===== config.mk =====
export PLATFORM = sky130hd
export DESIGN_NAME = qcw_pulse_ctrl
export DESIGN_NICKNAME = d
export VERILOG_FILES = /design/src/rtl/qcw_pkg.sv /design/src/rtl/qcw_ramp_gen.sv /design/src/rtl/qcw_pulse_ctrl.sv
export SDC_FILE = /design/constraint.sdc
export NUM_CORES = 1
export LEC_CHECK = 0
export CAP_MARGIN = 0
export CORE_ASPECT_RATIO = 1.25
export CORE_MARGIN = 1
export CORE_UTILIZATION = 50
export CTS_CLUSTER_SIZE = 30
export DETAILED_ROUTE_END_ITERATION = 8
export HOLD_SLACK_MARGIN = 0.02
export PLACE_DENSITY = 0.77
export SLEW_MARGIN = 10
export SYNTH_ARGS = -nofsm -noshare
export SYNTH_HDL_FRONTEND = slang
export SYNTH_SLANG_ARGS = --single-unit

===== constraint.sdc =====
create_clock -name system_clk -period 2.6 [get_ports system_clk]
set_input_delay 0.52 -clock system_clk [delete_from_list [all_inputs] [get_ports system_clk]]
set_output_delay 0.52 -clock system_clk [all_outputs]
set_load 0.05 [all_outputs]

===== src/rtl/qcw_pkg.sv =====
// Shared types and widths for the QCW pulse sequencer.
// Pure declarations; no logic, no latency, no flow control.
// Consumers import qcw_pkg::* for the state enum and default widths.
package qcw_pkg;

    localparam int QCW_LEVEL_W = 10;
    localparam int QCW_CNT_W   = 24;
    localparam int QCW_RATE_W  = 8;

    typedef enum logic [2:0] {
        S_IDLE,
        S_ARM,
        S_RUN,
        S_HOLDOFF,
        S_FAULT
    } qcw_seq_state_t;

endpackage


===== src/rtl/qcw_ramp_gen.sv =====
// Saturating fixed-point ramp accumulator; level is the registered integer part.
// Latency: load/step visible on level one cycle after the enabling edge.
// No backpressure: steps every enabled cycle, clamps at all-ones instead of wrapping.
module qcw_ramp_gen
    import qcw_pkg::*;
#(
    parameter int FRAC = 8
) (
    input  logic                   system_clk,
    input  logic                   reset,
    input  logic                   load,
    input  logic                   enable,
    input  logic [QCW_LEVEL_W-1:0] init,
    input  logic [QCW_RATE_W-1:0]  rate,
    output logic [QCW_LEVEL_W-1:0] level
);

    localparam int ACC_W = QCW_LEVEL_W + FRAC;

    logic [ACC_W-1:0] acc;
    logic [ACC_W:0]   sum;

    // One spare carry bit tells us the add would have wrapped.
    assign sum = {1'b0, acc} + {{(ACC_W + 1 - QCW_RATE_W){1'b0}}, rate};

    always_ff @(posedge system_clk) begin
        if (reset) begin
            acc <= '0;
        end else if (load) begin
            acc <= ACC_W'(init) << FRAC;
        end else if (enable) begin
            acc <= sum[ACC_W] ? '1 : sum[ACC_W-1:0];
        end
    end

    assign level = acc[ACC_W-1 -: QCW_LEVEL_W];

endmodule


===== src/rtl/qcw_pulse_ctrl.sv =====
// QCW burst sequencer: trigger edge -> ARM -> RUN (bridge on, ramp) -> HOLDOFF -> IDLE.
// Latency: trigger edge to qcw_start 2 cycles, qcw_start to bridge_en 1 cycle; halt drops bridge next cycle.
// No backpressure: edges outside IDLE are dropped. QCW_FAULT_LATCH_EN makes a halt latch fault until fault_clear.
module qcw_pulse_ctrl
    import qcw_pkg::*;
#(
    parameter int CNT_W     = QCW_CNT_W,
    parameter int RAMP_FRAC = 8
) (
    input  logic                   system_clk,
    input  logic                   reset,
    input  logic                   trigger,
    input  logic [CNT_W-1:0]       pulse_len,
    input  logic [CNT_W-1:0]       holdoff_len,
    input  logic [QCW_LEVEL_W-1:0] ramp_init,
    input  logic [QCW_RATE_W-1:0]  ramp_rate,
    input  logic                   qcw_halt,
    input  logic                   fault_clear,
    output logic                   qcw_start,
    output logic                   qcw_done,
    output logic                   bridge_en,
    output logic [QCW_LEVEL_W-1:0] ramp_level,
    output logic                   busy,
    output logic                   fault
);

    qcw_seq_state_t state;

    logic                   trig_q;
    logic                   trig_edge;
    logic [CNT_W-1:0]       cnt;
    logic [CNT_W-1:0]       pulse_lat;
    logic [CNT_W-1:0]       holdoff_lat;
    logic [QCW_LEVEL_W-1:0] init_lat;
    logic [QCW_RATE_W-1:0]  rate_lat;
    logic [QCW_LEVEL_W-1:0] ramp_raw;

`ifndef QCW_FAULT_LATCH_EN
    logic unused_fault_clear;
    assign unused_fault_clear = fault_clear;
`endif

    always_ff @(posedge system_clk) begin
        if (reset) begin
            state       <= S_IDLE;
            trig_q      <= 1'b1;   // a level already high at release is not an edge
            trig_edge   <= 1'b0;
            cnt         <= '0;
            pulse_lat   <= '0;
            holdoff_lat <= '0;
            init_lat    <= '0;
            rate_lat    <= '0;
            qcw_start   <= 1'b0;
            qcw_done    <= 1'b0;
            bridge_en   <= 1'b0;
            fault       <= 1'b0;
        end else begin
            trig_q    <= trigger;
            // Only edges that land while idle are kept; anything else is dropped.
            trig_edge <= trigger & ~trig_q & (state == S_IDLE);
            qcw_start <= 1'b0;
            qcw_done  <= 1'b0;
`ifndef QCW_FAULT_LATCH_EN
            fault     <= 1'b0;
`endif
            case (state)
                S_IDLE: begin
                    if (trig_edge && (pulse_len != '0) && !fault) begin
                        pulse_lat   <= pulse_len;
                        holdoff_lat <= holdoff_len;
                        init_lat    <= ramp_init;
                        rate_lat    <= ramp_rate;
                        qcw_start   <= 1'b1;
                        state       <= S_ARM;
                    end
                end
                S_ARM: begin
                    cnt       <= pulse_lat - 1'b1;
                    bridge_en <= 1'b1;
                    state     <= S_RUN;
                end
                S_RUN: begin
                    if (qcw_halt) begin
                        bridge_en <= 1'b0;
                        qcw_done  <= 1'b1;
                        fault     <= 1'b1;
`ifdef QCW_FAULT_LATCH_EN
                        state     <= S_FAULT;
`else
                        cnt       <= holdoff_lat;
                        state     <= S_HOLDOFF;
`endif
                    end else if (cnt == '0) begin
                        bridge_en <= 1'b0;
                        qcw_done  <= 1'b1;
                        cnt       <= holdoff_lat;
                        state     <= S_HOLDOFF;
                    end else begin
                        cnt <= cnt - 1'b1;
                    end
                end
                S_HOLDOFF: begin
                    if (cnt == '0) begin
                        state <= S_IDLE;
                    end else begin
                        cnt <= cnt - 1'b1;
                    end
                end
                S_FAULT: begin
`ifdef QCW_FAULT_LATCH_EN
                    if (fault_clear) begin
                        fault <= 1'b0;
                        cnt   <= holdoff_lat;
                        state <= S_HOLDOFF;
                    end
`else
                    state <= S_IDLE;
`endif
                end
                default: state <= S_IDLE;
            endcase
        end
    end

    qcw_ramp_gen #(
        .FRAC (RAMP_FRAC)
    ) u_ramp (
        .system_clk (system_clk),
        .reset      (reset),
        .load       (state == S_ARM),
        .enable     (state == S_RUN),
        .init       (init_lat),
        .rate       (rate_lat),
        .level      (ramp_raw)
    );

    assign ramp_level = bridge_en ? ramp_raw : '0;
    assign busy       = (state != S_IDLE);

endmodule


==> Word level (Yosys, flattened, before mapping) <==
Cells that the tools add are included.
{ "word_totals": {"input_bits": 71, "regBits": 117, "out_inout_bits": 15, "elab_cells": 65} }
{ "classes": {"reduce_logical": 16, "addsub": 3, "n_eq_ne": 7, "n_bitwise": 5, "muxes": 20} }
{ "op_table": {"columns": ["operator", "n"], "rows": [
  ["24-bit 2-to-1 mux", 3],
  ["24-bit one-hot mux with 3 select lines", 1],
  ["18-bit 2-to-1 mux", 3],
  ["24-bit by 1-bit subtractor with 24-bit output, second input constant", 2],
  ["24-bit zero test", 1],
  ["24-bit nonzero test", 1],
  ["18-bit by 8-bit adder with 19-bit output", 1],
  ["3-bit 2-to-1 mux", 4],
  ["3-bit one-hot mux with 4 select lines", 1],
  ["10-bit 2-to-1 mux", 1],
  ["3-bit by 2-bit equality test with 1-bit output, second input constant", 2],
  ["1-bit 2-to-1 mux", 6],
  ["2-bit AND reduction", 3],
  ["3-bit nonzero test", 2],
  ["2-bit OR reduction", 3],
  ["2-bit != test, second input constant", 2],
  ["3-bit by 1-bit equality test with 1-bit output, second input constant", 1],
  ["3-bit zero test", 1],
  ["3-bit != test, second input constant", 1],
  ["1-bit inverter", 3],
  ["3-bit AND reduction", 1],
  ["1-bit AND", 2],
  ["1-bit logical AND", 2],
  ["2-bit by 1-bit != test with 1-bit output, second input constant", 1],
  ["other kinds (3)", 3]
]} }

==> Depth between registers and ports, before layout <==
Gate-level depths: netlist of the first run.
{ "depth": {"word_depth": 5, "mapped_depth": 9, "mapped_depth_nobuf": 8} }

==> By module <==
From an unflattened synthesis of the first run, not the netlist that was laid out.
{ "hier_totals": {"hier_cells": 825, "hier_area_um2": 6448.7} }
{ "modules_own_cells": {"columns": ["module", "seq_area_each_um2", "cells_per_inst", "area_per_inst_um2", "instances"], "rows": [
  ["qcw_pulse_ctrl", 1961.9, 652, 5014.8, 1],
  ["qcw_ramp_gen", 360.3, 173, 1433.9, 1]
]} }

==> Least setup slack after synthesis of the first run <==
OpenSTA, ideal clock, no wires.
{ "synth_path": {"kind": "register -> register", "from": "reg rate_lat[0]", "to": "reg u_ramp.acc[14]", "stages_incl_launch_ff": 9, "path_buffers": 0, "setup_ns": 0.141, "period_less_slack_ns": 2.491, "t_arrival_ns": 2.350, "slack_ns": 0.109, "t_required_ns": 2.459, "cell_sequence": "dfxtp_1 -> ha_1 -> fa_1 -> a21o_1 -> a221oi_1 -> a21oi_1 -> a32o_1 -> a21oi_1 -> a311oi_1"} }
{ "synth_between": {"elab_chain_len": 4} }
{ "synth_lines": {"columns": ["item", "line_no", "rtl"], "rows": [
  ["start: declaration", "qcw_pulse_ctrl.sv:35", "logic [QCW_RATE_W-1:0] rate_lat;"],
  ["start signal: assignment", "qcw_pulse_ctrl.sv:72", "rate_lat <= ramp_rate;"],
  ["18-bit by 8-bit adder with 19-bit output", "qcw_ramp_gen.sv:24", "assign sum = {1'b0, acc} + {{(ACC_W + 1 - QCW_RATE_W){1'b0}}, rate};"],
  ["18-bit 2-to-1 mux", "qcw_ramp_gen.sv:32", "acc <= sum[ACC_W] ? '1 : sum[ACC_W-1:0];"],
  ["18-bit 2-to-1 mux", "qcw_ramp_gen.sv:31", "end else if (enable) begin"],
  ["18-bit 2-to-1 mux", "qcw_ramp_gen.sv:29", "end else if (load) begin"],
  ["end signal: assignment", "qcw_ramp_gen.sv:30", "acc <= ACC_W'(init) << FRAC;"],
  ["end signal: assignment", "qcw_ramp_gen.sv:32", null],
  ["end: declaration", "qcw_ramp_gen.sv:20", "logic [ACC_W-1:0] acc;"]
]} }
Every way passes these cells. The select of a mux whose other input is x is not followed.
A chain may end at the register's enable or synchronous reset.

==> Final worst setup path of the first run <==
{ "layout_path": {"from": "reg bridge_en", "to": "out ramp_level[3]"} }
{ "layout_between": {"elab_chain_len": 1} }
{ "layout_lines": {"columns": ["item", "line_no", "rtl"], "rows": [
  ["start: declaration", "qcw_pulse_ctrl.sv:21", "output logic bridge_en,"],
  ["start signal: assignment", "qcw_pulse_ctrl.sv:55", "bridge_en <= 1'b0;"],
  ["start signal: assignment", "qcw_pulse_ctrl.sv:79", "bridge_en <= 1'b1;"],
  ["start signal: assignment", "qcw_pulse_ctrl.sv:84", "bridge_en <= 1'b0;"],
  ["10-bit 2-to-1 mux", "qcw_pulse_ctrl.sv:137", "assign ramp_level = bridge_en ? ramp_raw : '0;"],
  ["end: declaration", "qcw_pulse_ctrl.sv:22", "output logic [QCW_LEVEL_W-1:0] ramp_level,"]
]} }
Every way passes these cells.

==> results.cfg, run 1 <==
[critical_path]
regToRegStartpoint = cnt[16]$_SDFFE_PP0P_
worstSetupEndpoint = ramp_level[3]
cpPeakStageDelay_ns = 0.81
crit_path_top_delay_cell = clkdlybuf4s50_1
worstPathArrival_ns = 2.01
crit_path_cell_trace = and2_1 -> clkdlybuf4s50_1
setup.worst_path.start = bridge_en$_SDFFE_PP0P_
setup.worst_path.class = reg2out
critical_path.startpoint_type = flip-flop
number_of_cells_on_the_worst_reg_to_reg_path = 8
timing.rr.end = cnt[15]$_SDFFE_PP0P_
worst_endpoint_required_time_ns = 2.08
cp_max_fo = 13
setup.worst_path.end_class = primary output
rrSetupSlack_ns = 0.08

[clock_tree]
clock_sinks = 116
cts.repair_timing.setup_buffer_count = 0
htree_levels = 4
clk_root_buffer_cell = clkbuf_16
cts_tree = yes
clkSlewWorstSetupHoldPaths_ns = 0.05
tritoncts.num_buffers = 17
cts_buffer_depth = 2
clkLatencyLatePin_ns = 0.43

[floorplanning]
start_util_pct = 51.4
die_h_um = 127
num_io_pins = 86
core-area_um2 = 12200
die-area_um2 = 13000
placement_rows = 45
die_w_um = 102

[timing]
finalSetupViolCount = 0
fin_worst_skew_ns = 0.0141
holdWs_ns = 0.403
timing.final.crit_period_ns = 2.53
slew_headroom_pct = 57.8
worst-slew-pin-transition_ns = 0.632
finalHoldViolCount = 0
grt_setup_unrepaired = false
achievable-frequency_ghz = 0.396
final-max-slew-violation-count = 0
fraction_of_the_cycle_the_final_worst_path_needs_pct = 97.2

[pwr]
worst_ir_drop_vdd_v = 0.000463
power.density_cell_area_nw_per_um2 = 1030
power.leakage_nw = 3.02

[synthesis]
synth.net_count = 894
ys_async_sr_fraction_pct = 0
netlist.area_leader.share_pct = 37.1
synth_ff_type = dfxtp_1
seq_area_frac_synth_pct = 37.1
synth_area_leader_cell = dfxtp_1
ys_seq_elements = 116
syn-instance-count = 806
syn_area_per_cell_um2 = 7.76
synthDistinctLibCells = 69
syn-cell-area_um2 = 6250
number_of_enable_flip_flop_cells_after_synthesis = 0
synthTopCellsByArea = dfxtp_1 (37%), nand2_1 (10%), a21oi_1 (8.6%)
synth.yosys.warnings = 0

[route]
met2RoutedLength_um = 9440
wl_per_cell_um = 17.3
drtPass1Iterations = 5
wl_um = 18600
wl_met3_um = 895
met1_wl_um = 7330
drc = 0
drt-vias-per-instance = 5.91
drt_iter0_drc = 393
detailroute.via_count = 6368
maxUsedRoutingLayer = met4
drt.antenna.violating_nets = 0

[final_layout]
post-route-util_pct = 66.7
post_route_cells_drive_above_1_share_pct = 10.3
area.sequential_um2 = 2320
final.fill_count = 1078
area_growth_syn_to_layout_pct = 29.7
nNetsFinal = 988
insertedDiodeCount = 0
multi_input_area_um2 = 3710

[grt]
gr-usage-all-layers_pct = 30.1
grt.overflow.total = 0
grt_pass1_wl_um = 30200
grt_antenna_before_repair = 0
maximum_number_of_pins_on_one_net_before_global_route_repair = 43
grt_pass1_vias = 6302

[outcome]
outcome = finished, final reports clean

[placement]
gp_routability_congestion = 0.942
place.port_buffers = 84
dp_hpwl_um = 13500

[worst_hold_path]
timing.hold.worst.class = reg2reg

[flow_run]
drv_cap = 0
==> timing repair <==
action                     CTS  global route
hold buffers                 0             0
pin swaps                    0             1
resized for setup            1             7
setup endpoints to repair    1             6
==> placed cells by master (no fill, tap or decap), drive strengths merged, types with 4 or more instances in the layout <==
| cell | count |
|---|---|
| nor3 | 17 |
| nor4 | 21 |
| dfxtp | 116 |
| clkbuf | 21 |
| nand3 | 15 |
| o211ai | 7 |
| xor2 | 20 |
| clkinv | 6 |
| a2111oi | 5 |
| a221oi | 10 |
| or3 | 7 |
| nor2 | 47 |
| a211oi | 9 |
| a221o | 4 |
| nand2b | 5 |
| inv | 16 |
| nand4 | 4 |
| o31ai | 4 |
| o21ai | 31 |
| buf | 41 |
| a21oi | 107 |
| o21a | 4 |
| ha | 16 |
| nand2 | 166 |
| xnor2 | 18 |
| nand3b | 5 |
| a311oi | 9 |
| or2 | 5 |
| a21o | 10 |
| o22ai | 4 |
| nor3b | 4 |
| and2 | 15 |
| bufinv | 5 |
| nor2b | 5 |
| clkdlybuf4s50 | 82 |
| a31oi | 7 |
| or4 | 6 |
==> per-layer routing <==
metal | vias up | track usage [%]
met5 | - | 0
met2 | 208 | 52.3
met3 | 58 | 5.80
met4 | 0 | 18.7
met1 | 3025 | 33.4
li1 | 3077 | -
==> registers in the layout (all words and copies together) (netlist names), 2 cells and up <==
name / cells
cnt: 24
init_lat: 10
rate_lat: 8
holdoff_lat: 24
state: 2
pulse_lat: 24
u_ramp.acc: 18
==> critical path: cells and delay by family, from the launching register on <==
kind	cells	cell delay (ns)
buffers and inverters	1	0.81
DFF	1	0.57
and+or+nand+nor	1	0.20
==> where the power goes <==
group | switching (mW) | total (mW) | internal, mW | leakage [nW]
Clock | 0.808 | 2.55 | 1.74 | 0.320
Sequential | 0.339 | 2.39 | 2.05 | 0.941
Combinational | 2.00 | 3.45 | 1.45 | 1.76
Total | 3.15 | 8.38 | 5.23 | 3.02
==> Yosys cell counts (16+ instances only) <==
library cell,count
nand2_1,166
dfxtp_1,116
a21oi_1,107
nor2_1,47
clkbuf_1,34
o21ai_0,31
xor2_1,20
nor4_1,18
xnor2_1,18
nor3_1,17
ha_1,16
inv_1,16
==> cell families after synthesis <==
kind of cell,share of synthesized area [%]
multiplexers,0.661
adder cells (fa/ha/maj),3.52
flip-flops,37.1
XOR/XNOR,5.32
buffers and inverters,4.16
AND/OR/NAND/NOR,25.2
AO/OA/AOI/OAI,24.0
==> worst min-delay path by stage <==
stage,start,endpoint,slack [ns],cells after the start
finish,trig_q$_SDFF_PP1_,trig_edge$_SDFF_PP0_,0.40,1
floorplan,trig_q$_SDFF_PP1_,trig_edge$_SDFF_PP0_,0.37,1
CTS,trig_q$_SDFF_PP1_,trig_edge$_SDFF_PP0_,0.40,1
global placement,trig_q$_SDFF_PP1_,trig_edge$_SDFF_PP0_,0.38,1
detailed placement,trig_q$_SDFF_PP1_,trig_edge$_SDFF_PP0_,0.39,1
global route,trig_q$_SDFF_PP1_,trig_edge$_SDFF_PP0_,0.42,1
==> layout make-up <==
cell class              count  area share (%)
inverters                  16           0.741
multi-input cells         625            45.7
well taps                 164            2.53
flip-flops and latches    116            28.6
clock buffers              21            5.68
clock inverters            11            2.22
repair buffers            124            14.5
==> per-stage QoR <==
stage	instances	power [mW]	setup WS [ns]	TNS (ns)	area, um2
finish	1077	8.38	0.0740	0	8110
floorplan	806	4.60	0.109	0	6250
detailed placement	1045	5.70	-0.0483	-0.629	7440
global route	1077	8.82	0.00471	0	8110
global placement	1045	5.62	-0.0583	-1.07	7440
CTS	1077	8.26	0.0662	0	8080
Note: power is estimated with default switching activity, not from simulation.
==> run 2, diff against run 1 <==
--- a/config.mk
+++ b/config.mk
@@ -5,6 +5,7 @@
 export SDC_FILE = /design/constraint.sdc
 export NUM_CORES = 1
 export LEC_CHECK = 0
+export ABC_AREA = 1
 export CAP_MARGIN = 0
 export CORE_ASPECT_RATIO = 1.25
 export CORE_MARGIN = 1
@@ -12,7 +13,8 @@
 export CTS_CLUSTER_SIZE = 30
 export DETAILED_ROUTE_END_ITERATION = 8
 export HOLD_SLACK_MARGIN = 0.02
-export PLACE_DENSITY = 0.77
+export PLACE_DENSITY = 0.76
+export RECOVER_POWER = 100
 export SLEW_MARGIN = 10
 export SYNTH_ARGS = -nofsm -noshare
 export SYNTH_HDL_FRONTEND = slang
==> run 2 against run 1 <==
  * Register-to-register slack gained 0.27 ns
  * Die area is 4.9% higher
  * Core utilization decreased by 2.7 points
  * Cell area up 0.31%
  * First-iteration DRC count is 8.4% lower
  * Count of clock-buffer cells in the layout is 1 higher
  * Worst hold slack better by 0.016 ns
  * Synthesized cell count grew 23%
  * Power fell by 4.1%
  * Clock skew decreased by 0.0043 ns
  * Critical path type unchanged
==> results.cfg, run 2 <==
[outcome]
outcome = finished, final reports clean

[final_layout]
reg_top3 = cnt (24), holdoff_lat (24), pulse_lat (24)
area_growth_syn_to_layout_pct = 24.0
leading_cell_types_in_the_layout_fill_and_taps_excluded = nand2_1 (170), inv_1 (137), a21oi_1 (124), o21ai_0 (120), dfxtp_1 (116)
post_route_cells_drive_above_1_share_pct = 5.46
final_cells = 1249
nNetsFinal = 1157
insertedDiodeCount = 0
final_common_cell = nand2_1

[grt]
gr-usage-all-layers_pct = 27.6
grt_antenna_before_repair = 0
grt.overflow.total = 0
grt_pass1_vias = 6344
grt_pass1_wl_um = 29400
maximum_number_of_pins_on_one_net_before_global_route_repair = 49

[route]
drt.antenna.violating_nets = 0
wl_per_cell_um = 14.4
drc = 0
drt-vias-per-instance = 5.28
detailroute.via_count = 6597
wl_um = 18000
drtPass1Iterations = 6
drt_iter0_drc = 360

[critical_path]
number_of_cells_on_the_worst_reg_to_reg_path = 10
setup.worst_path.end_class = primary output
worst_endpoint_required_time_ns = 2.08
setup.worst_path.class = reg2out
rrSetupSlack_ns = 0.35
timing.rr.end = u_ramp.acc[4]$_SDFFE_PP0P_
critical_path.startpoint_type = flip-flop
cp_max_fo = 12
worstPathArrival_ns = 1.93
regToRegStartpoint = rate_lat[0]$_SDFFE_PP0P_

[clock_tree]
clkLatencyLatePin_ns = 0.42
tritoncts.num_buffers = 17
htree_levels = 4
cts_buffer_depth = 2
clk_root_buffer_cell = clkbuf_16
clock_sinks = 116
cts_tree = yes
clkSlewWorstSetupHoldPaths_ns = 0.06
ctsHoldBuffers = 0

[timing]
setup_tns_after_final_layout_ns = 0
finalSetupViolCount = 0
holdWs_ns = 0.419
slew_headroom_pct = 28.0
fraction_of_the_cycle_the_final_worst_path_needs_pct = 94.3
grt_setup_unrepaired = false
finalHoldViolCount = 0
achievable-frequency_ghz = 0.408
fin_worst_skew_ns = 0.00978
worst-slew-pin-transition_ns = 1.08
timing.final.crit_period_ns = 2.45
final-max-slew-violation-count = 0

[synthesis]
syn_area_per_cell_um2 = 6.61
synthTopCellsByArea = dfxtp_1 (35%), nand2_1 (9.6%), a21oi_1 (9.5%)
synthDistinctLibCells = 43
syn-cell-area_um2 = 6560
synth_area_leader_cell = dfxtp_1
synth.yosys.warnings = 0
synth.net_count = 1080
yosysMostFrequentCell = nand2_1
netlist.area_leader.share_pct = 35.4
synth_ff_type = dfxtp_1
seq_area_frac_synth_pct = 35.4
ys_seq_elements = 116
syn-instance-count = 992
number_of_enable_flip_flop_cells_after_synthesis = 0
synth_top_cells_by_count = nand2_1 (168), inv_1 (137), a21oi_1 (124), dfxtp_1 (116), o21ai_0 (116)
ys_async_sr_fraction_pct = 0

[floorplanning]
die-area_um2 = 13600
num_io_pins = 86
start_util_pct = 51.6
core-area_um2 = 12700
die_w_um = 104
die_h_um = 130
placement_rows = 46

[pwr]
power.density_cell_area_nw_per_um2 = 988
power.leakage_nw = 3.50
worst_ir_drop_vdd_v = 0.000467

[worst_hold_path]
timing.hold.worst.class = reg2reg
worst_hold_path.endpoint = trig_edge$_SDFF_PP0_
hold_path_depth = 1
worstHoldStart = trig_q$_SDFF_PP1_

[placement]
dp.cells = 1218
gp_routability_congestion = 0.942
place.port_buffers = 84
dp_hpwl_um = 13000

[flow_run]
drv_cap = 0
## run 2: changes by cell type after synthesis, sizes merged, moves of 10 or more
cell,delta
o21ai,+98
a21oi,+17
a221oi,-10
and2,-14
nor4,-18
clkbuf,-12
inv,+123
nand3,+29
nor2,+74
## run 2: where the power goes
group          switching, mW  internal (mW)
logic                   2.07           1.13
registers              0.325           2.10
clock network          0.845           1.57
## run 2: kinds of logic after synthesis
group           after synthesis  synth area share [%]
buf+inv                     179                  10.8
flops                       116                  35.4
xor+xnor                     28                  3.74
simple gates                371                  24.3
fa+ha+maj                    17                  3.36
compound gates              281                  22.4
## run 2: worst max-delay path by stage
stage	startpoint	end	slack, ns
3_3_place_gp	pulse_len[22]	holdoff_lat[23]$_SDFFE_PP0P_	0.15
4_1_cts	bridge_en$_SDFFE_PP0P_	ramp_level[5]	0.14
3_5_place_dp	pulse_len[22]	init_lat[3]$_SDFFE_PP0P_	0.12
2_1_floorplan	bridge_en$_SDFFE_PP0P_	ramp_level[9]	0.75
6_report	bridge_en$_SDFFE_PP0P_	ramp_level[3]	0.15
5_1_grt	pulse_len[22]	init_lat[9]$_SDFFE_PP0P_	0.04
## run 2: critical path, cell delays in order, from the launching register on
cell and delay [ns]:
dfxtp_1 0.55, nand2_1 0.10, inv_1 0.07, clkdlybuf4s50_1 0.80
## run 2: final cells by class
cell class                 instances  area (um2)
clock buffer                      22         474
fill                            1191        4590
multi-input combinational        697        3520
clock inverter                     9         128
timing repair buffer              97         957
sequential                       116        2320
tap                              168         210
inverter                         140         526
## run 2: metrics by stage
| step | setup slack, ns | total power [mW] | instance area, um2 | util (%) |
|---|---|---|---|---|
| 2_1_floorplan | 0.751 | 4.77 | 6560 | - |
| 3_3_place_gp | 0.147 | 5.59 | 7580 | 59.6 |
| 3_5_place_dp | 0.116 | 5.64 | 7580 | 59.6 |
| 4_1_cts | 0.138 | 8.06 | 8180 | 64.3 |
| 5_1_grt | 0.0447 | 8.58 | 8130 | 63.9 |
| 6_report | 0.149 | 8.04 | 8130 | 63.9 |
## run 2: repair_timing
item,in CTS,in global routing
gates resized for setup,1,0
buffers inserted,0,0
setup endpoints to repair,1,0
## run 2: layer usage
metal,track usage [%],part of all wire [%]
met1,29.5,41
met2,50.4,50
met3,5.14,3.9
met4,17.6,5.2
met5,0,0
